==> config.mk <==
export PLATFORM = sky130hd
export DESIGN_NAME = adder_frame_accumulator
export DESIGN_NICKNAME = d
export VERILOG_FILES = /design/src/rtl/adder_pkg.sv /design/src/rtl/adder_frame_accumulator.sv
export SDC_FILE = /design/constraint.sdc
export NUM_CORES = 1
export LEC_CHECK = 0
export BUFFER_PORTS_ARGS = -buffer_cell sky130_fd_sc_hd__buf_2
export CAP_MARGIN = 0
export CORE_MARGIN = 2
export CORE_UTILIZATION = 50
export DETAILED_ROUTE_END_ITERATION = 7
export PLACE_DENSITY = 0.79
export SLEW_MARGIN = 30
export SYNTH_ARGS = -nofsm -noshare
export SYNTH_HDL_FRONTEND = slang
export SYNTH_SLANG_ARGS = --single-unit
==> constraint.sdc <==
create_clock -name clk_in -period 2.35 [get_ports clk_in]
set_clock_uncertainty 0.05 [all_clocks]
set_input_delay 0.235 -clock clk_in [delete_from_list [all_inputs] [get_ports clk_in]]
set_output_delay 0.235 -clock clk_in [all_outputs]
set_load 0.01 [all_outputs]
==> src/rtl/adder_pkg.sv <==
// Shared types and constants for the adder stage and its downstream frame accumulator.
package adder_pkg;

    typedef enum logic {
        ACCUM = 1'b0,
        DONE  = 1'b1
    } state_e;

    // Width of one adder result, {carry, sum}.
    localparam int ADD_RES_W = 9;

    localparam int DEFAULT_FRAME_LEN = 4;
    localparam int DEFAULT_ACC_WIDTH = 16;

endpackage

==> src/rtl/adder_frame_accumulator.sv <==
// Sums FRAME_LEN adder results per frame and hands the total, with a sticky wrap
// flag, to the next stage under a valid/ready handshake.
module adder_frame_accumulator
    import adder_pkg::*;
#(
    parameter int ACC_WIDTH = DEFAULT_ACC_WIDTH,
    parameter int FRAME_LEN = DEFAULT_FRAME_LEN,
    parameter int CNT_WIDTH = $clog2(FRAME_LEN)
) (
    input  logic                 clk_in,
    input  logic                 rst_n_in,
    input  logic [7:0]           sum_in,
    input  logic                 carry_in,
    input  logic                 valid_in,
    output logic                 ready_out,
    input  logic                 clear_in,
    output logic [ACC_WIDTH-1:0] acc_out,
    output logic                 overflow_out,
    output logic                 valid_out,
    input  logic                 ready_in
);

    state_e                 state_q, state_d;
    logic [ACC_WIDTH-1:0]   acc_q, acc_d;
    logic                   ovf_q, ovf_d;
    logic [CNT_WIDTH-1:0]   cnt_q, cnt_d;
    logic                   ready_q, ready_d;
    logic                   valid_q, valid_d;

    logic [ACC_WIDTH:0]     sample_ext;
    logic [ACC_WIDTH:0]     sum_full;
    logic                   accept;
    logic                   consume;

    // One extra bit on the add exposes the wrap out of the accumulator.
    assign sample_ext = {{(ACC_WIDTH + 1 - ADD_RES_W){1'b0}}, carry_in, sum_in};
    assign sum_full   = {1'b0, acc_q} + sample_ext;

    // Handshakes qualify on the registered flags, so no input reaches an output.
    assign accept  = valid_in && ready_q;
    assign consume = valid_q && ready_in;

    always_comb begin
        // NOTE: every next-state signal gets a hold default first so no path infers a latch.
        state_d = state_q;
        acc_d   = acc_q;
        ovf_d   = ovf_q;
        cnt_d   = cnt_q;
        ready_d = ready_q;
        valid_d = valid_q;

        if (clear_in) begin
            state_d = ACCUM;
            acc_d   = '0;
            ovf_d   = 1'b0;
            cnt_d   = '0;
            ready_d = 1'b1;
            valid_d = 1'b0;
        end else begin
            unique case (state_q)
                ACCUM: begin
                    // Raises ready on the first edge after reset release.
                    ready_d = 1'b1;
                    if (accept) begin
                        acc_d = sum_full[ACC_WIDTH-1:0];
                        ovf_d = ovf_q | sum_full[ACC_WIDTH];
                        if (cnt_q == CNT_WIDTH'(FRAME_LEN - 1)) begin
                            cnt_d   = '0;
                            state_d = DONE;
                            ready_d = 1'b0;
                            valid_d = 1'b1;
                        end else begin
                            cnt_d = cnt_q + CNT_WIDTH'(1);
                        end
                    end
                end
                DONE: begin
                    if (consume) begin
                        state_d = ACCUM;
                        acc_d   = '0;
                        ovf_d   = 1'b0;
                        ready_d = 1'b1;
                        valid_d = 1'b0;
                    end
                end
                default: begin
                    state_d = ACCUM;
                end
            endcase
        end
    end

    // NOTE: sequential state uses non-blocking assignments so all registers update together.
    always_ff @(posedge clk_in or negedge rst_n_in) begin
        if (!rst_n_in) begin
            state_q <= ACCUM;
            acc_q   <= '0;
            ovf_q   <= 1'b0;
            cnt_q   <= '0;
            ready_q <= 1'b0;
            valid_q <= 1'b0;
        end else begin
            state_q <= state_d;
            acc_q   <= acc_d;
            ovf_q   <= ovf_d;
            cnt_q   <= cnt_d;
            ready_q <= ready_d;
            valid_q <= valid_d;
        end
    end

    assign ready_out    = ready_q;
    assign valid_out    = valid_q;
    assign acc_out      = acc_q;
    assign overflow_out = ovf_q;

endmodule

==> out/results.txt <==
The highest net fanout along the worst path is 4. The mean post-synth cell area is 9.502 um2. The floorplan step set the die width to 55.21 um. Post-detailed-route wirelength per cell: 14.26 um. The met1 usage came out at 0.2462. The share of total power consumed by net switching was 0.3290; the combinational share of power was 0.307.

Pin placement for this block handled 33 I/O pins. The logs give 18 for the number of core rows and 0 for the count of unresolved DRC violations after routing. The tools report the number of failing hold endpoints at the final stage as 0. The leakage component of the power came out at 0.7884 nW. The routed design could run at a clock period as short as 2.260 ns. The clock tree root driver cell was clkbuf_4. The worst setup slack for register-to-register paths was 0.09 ns; the area growth from synthesis to layout was 20.32%. When the netlist entered floorplanning its net count stood at 163.

The worst setup path is launched from a register. The number of setup violations in the final report is 0. Buffer levels on the longest clock path: 2. The remaining number of nets flagged by the antenna check after routing was 0; the clock transition at the register clock pins on the worst setup and hold paths after CTS was 0.13 ns. For the final routed database, the setup TNS stands at 0 ns. The sequential cell fraction of total power is 0.463.

The type of the worst setup path is reg2reg. Counting the buffers created by CTS gives 3. Entering global routing, the biggest net connects 23 pins.

The async set or reset register ratio after synthesis was 1.000. The run gives 38 as the number of unique standard cell types used by synthesis. The area of all placed cells without fillers was 1578 um2; the number of storage elements in the synthesis netlist was 22. The tools report the combined flip-flop and latch cell area as 550.5 um2.

Including well taps, the total number of placed cells is 198. The logs give 1,148 for the overall via count from detail_route and 4 for the first-pass iteration count of the detailed router. Using the TritonRoute via totals, the vias-per-cell ratio works out to 5.600.

Share of the clock period used by the worst path after layout: 0.9619. The congestion estimate from routability-driven global placement came to 0.8388. For the peak supply drop, the log shows 0.3728 mV. Kind of end point of the critical path: a register. The half-perimeter wire length after detailed placement was 2200 um; the signal arrival time at the worst endpoint was 2.42 ns.

The clock reaches the later pin of the worst-skew pair after 0.31 ns. Timing would allow up to 0.4424 GHz. Along the worst hold path, the cell count comes to 2.

Worst slew slack as a fraction of its limit: 0.4642. Summing all multi-input logic gate instances after layout gives 734.5 um2. The tools report the origin of the worst min-delay path as clear_in. The analysis attributes to net switching a power of 309.3 uW. The worst-case hold path end point is cnt_q[1]. After filler insertion, the fill cell instance count of the layout stands at 218.

For the met3 demand-to-capacity share in global routing, the log shows 0.03279. The share of power burned in the clock network came out at 0.229. The floorplan step defined a core boundary enclosing 2477 um2. From bottom edge to top edge, the die measures 55.21 um.

Cell internal power was estimated by the tool at 630.8 uW. In this run the critical register-to-register path is captured at acc_out[14]. The count of final max-slew check failures was 0.

In this run the critical register-to-register path is launched from acc_out[0]. The share of post-route cells with drive strength above 1 was 0.2571; the total power density per cell area was 595.8 nW/um2. TritonCTS built the clock tree.

The worst reg-to-reg path cell count was 9; the count of non-filler cells in the finished layout was 205. The final worst setup slack is 0.08962 ns. The tool flagged a number of max-cap violations equal to 0. The starting density of the core is 0.5293, and the number of enable-type register cells in the synthesized netlist is 0. The number of DRC markers in iteration 0 was 33; the combined area of all synthesized cells was 1311 um2. The run gives 940.1 uW as the total power. For the number of global-route vias before repair, the log shows 1,116. At the pin with the least slew margin, the transition time is 0.8008 ns. The number of nets in the layout came out at 201.

The logs give 4905 um for the first-pass GRT wire length and 2.51 ns for the data required time of the worst path. The run gives 0.2005 as the aggregate global-route resource usage. Synthesis produced a netlist whose cell count is 138. Input and output buffers added on the ports amount to 32.

Initial antenna violation count: 0. The die covers 3048 um2. The number of antenna diodes in the final layout is 0. For this run, the number of Yosys warnings is 0. The clock sink count is 22, and the post-synthesis sequential area ratio is 0.4198. After global routing the overflow that remains totals 0. After detailed routing, the total wire length is 2924 um. The worst slack at placement is 0.1152 ns. The total number of H-tree levels was 1; the cell area reported after detailed placement was 1508 um2.

The routing layer with the top usage in global route was met2. The run finished with clean final reports. Class of the tightest hold or removal check: in2reg. Leading register cell type out of synthesis: dfrtp_1. The run gives 0.3333 as the met2 track utilization from global routing.
==> worst max-delay path, stage by stage (launching register included) <==
cell and delay [ns]:
dfrtp_1 0.40, ha_1 0.18, inv_1 0.06, fa_1 0.39, nand2b_1 0.19, a21oi_2 0.18, o211ai_1 0.20, a211oi_2 0.30
xnor2_1 0.16, nor2_1 0.06
==> worst max-delay path by stage <==
stage | start | endpoint | cells past startpoint
after floorplan | acc_out[0] | acc_out[14] | 9
after global placement | acc_out[0] | acc_out[14] | 9
after detailed placement | acc_out[0] | acc_out[14] | 9
after CTS | acc_out[0] | acc_out[14] | 9
after global routing | acc_out[0] | acc_out[14] | 9
final | acc_out[0] | acc_out[14] | 9
==> Yosys cell counts, types with 2 or more instances <==
cell / instances / area share
a21oi_1: 8 / 0.031
a22o_1: 4 / 0.027
nand2_1: 17 / 0.049
o31ai_1: 2 / 0.011
ha_1: 10 / 0.095
a31oi_1: 2 / 0.0095
nor2_1: 16 / 0.046
o21ai_0: 7 / 0.027
a21o_1: 2 / 0.011
xnor2_1: 6 / 0.040
dfrtp_1: 22 / 0.42
inv_1: 5 / 0.014
nor2b_1: 2 / 0.0095
o211ai_1: 2 / 0.011
o41ai_1: 2 / 0.013
nand2b_1: 2 / 0.0095
xor2_1: 6 / 0.040
clkbuf_1: 3 / 0.0086
==> power groups by stage <==
| stage | registers [mW] | logic, mW | clock network [mW] |
|---|---|---|---|
| 6_report | 0.435 | 0.289 | 0.216 |
| 4_1_cts | 0.436 | 0.284 | 0.216 |
| 3_3_place_gp | 0.441 | 0.270 | 0 |
| 2_1_floorplan | 0.452 | 0.182 | 0 |
| 3_5_place_dp | 0.443 | 0.280 | 0 |
| 5_1_grt | 0.440 | 0.322 | 0.238 |
==> through the flow <==
| step | hold slack, ns | utilization |
|---|---|---|
| 6_report | 0.1330 | 0.6369 |
| 5_1_grt | 0.1342 | 0.6369 |
| 3_3_place_gp | 0.1748 | 0.6086 |
| 2_1_floorplan | -0.1106 | - |
| 4_1_cts | 0.1274 | 0.6273 |
| 3_5_place_dp | 0.1863 | 0.6086 |
==> repair_timing <==
action	in CTS	in global routing
gates resized for setup	0	2
endpoints found under the hold margin	22	0
hold buffers	1	0
endpoints found under the setup margin	0	5
setup buffers	0	2
==> per-layer routing <==
metal | part of all wire | vias to the layer above
met5 | 0 | -
met4 | 0.025 | 0
met3 | 0.037 | 8
met2 | 0.50 | 28
met1 | 0.44 | 542
li1 | - | 570
==> sequential cells by signal, indices dropped and copies added, names as in the netlist <==
name,cells
acc_out,16
cnt_q,2
overflow_out,1
ready_out,1
state_q,1
valid_out,1
==> cell families (layout without fill, tap and decap cells) <==
group / count (synthesis) / count (layout) / synth area share
AOI/OAI and AO/OA: 40 / 40 / 0.2109
xor gates and xnor gates: 12 / 12 / 0.08015
adders and majority gates: 11 / 11 / 0.1107
buffers and inverters: 9 / 46 / 0.02671
DFF: 22 / 22 / 0.4198
and+or+nand+nor: 44 / 44 / 0.1517
==> cell usage in the layout (no fill, tap or decap), drive strengths merged <==
cell | netlist | routed
a211oi | 1 | 1
a21boi | 2 | 2
a21o | 2 | 2
a21oi | 9 | 9
a221o | 1 | 1
a221oi | 1 | 1
a22o | 4 | 4
a31o | 1 | 1
a31oi | 2 | 2
a32o | 1 | 1
and3 | 1 | 1
and3b | 1 | 1
buf | 1 | 36
clkbuf | 3 | 4
dfrtp | 22 | 22
dlygate4sd3 | 0 | 1
fa | 1 | 1
ha | 10 | 10
inv | 5 | 5
nand2 | 17 | 17
nand2b | 2 | 2
nand3b | 1 | 1
nand4 | 1 | 1
nand4b | 1 | 1
nor2 | 16 | 16
nor2b | 2 | 2
nor4 | 1 | 1
o211ai | 2 | 2
o21a | 1 | 1
o21ai | 8 | 8
o22ai | 1 | 1
o31ai | 2 | 2
o41ai | 2 | 2
or3 | 1 | 1
xnor2 | 6 | 6
xor2 | 6 | 6
==> final cells by class <==
class                           instances  share of cell area
Sequential cell                        22              0.3489
Inverter                                5             0.01190
Tap cell                               30             0.02379
Clock buffer                            4             0.02300
Timing Repair Buffer                   37              0.1269
Multi-Input combinational cell        107              0.4655
No activity file was read; power rests on OpenSTA's default activity.
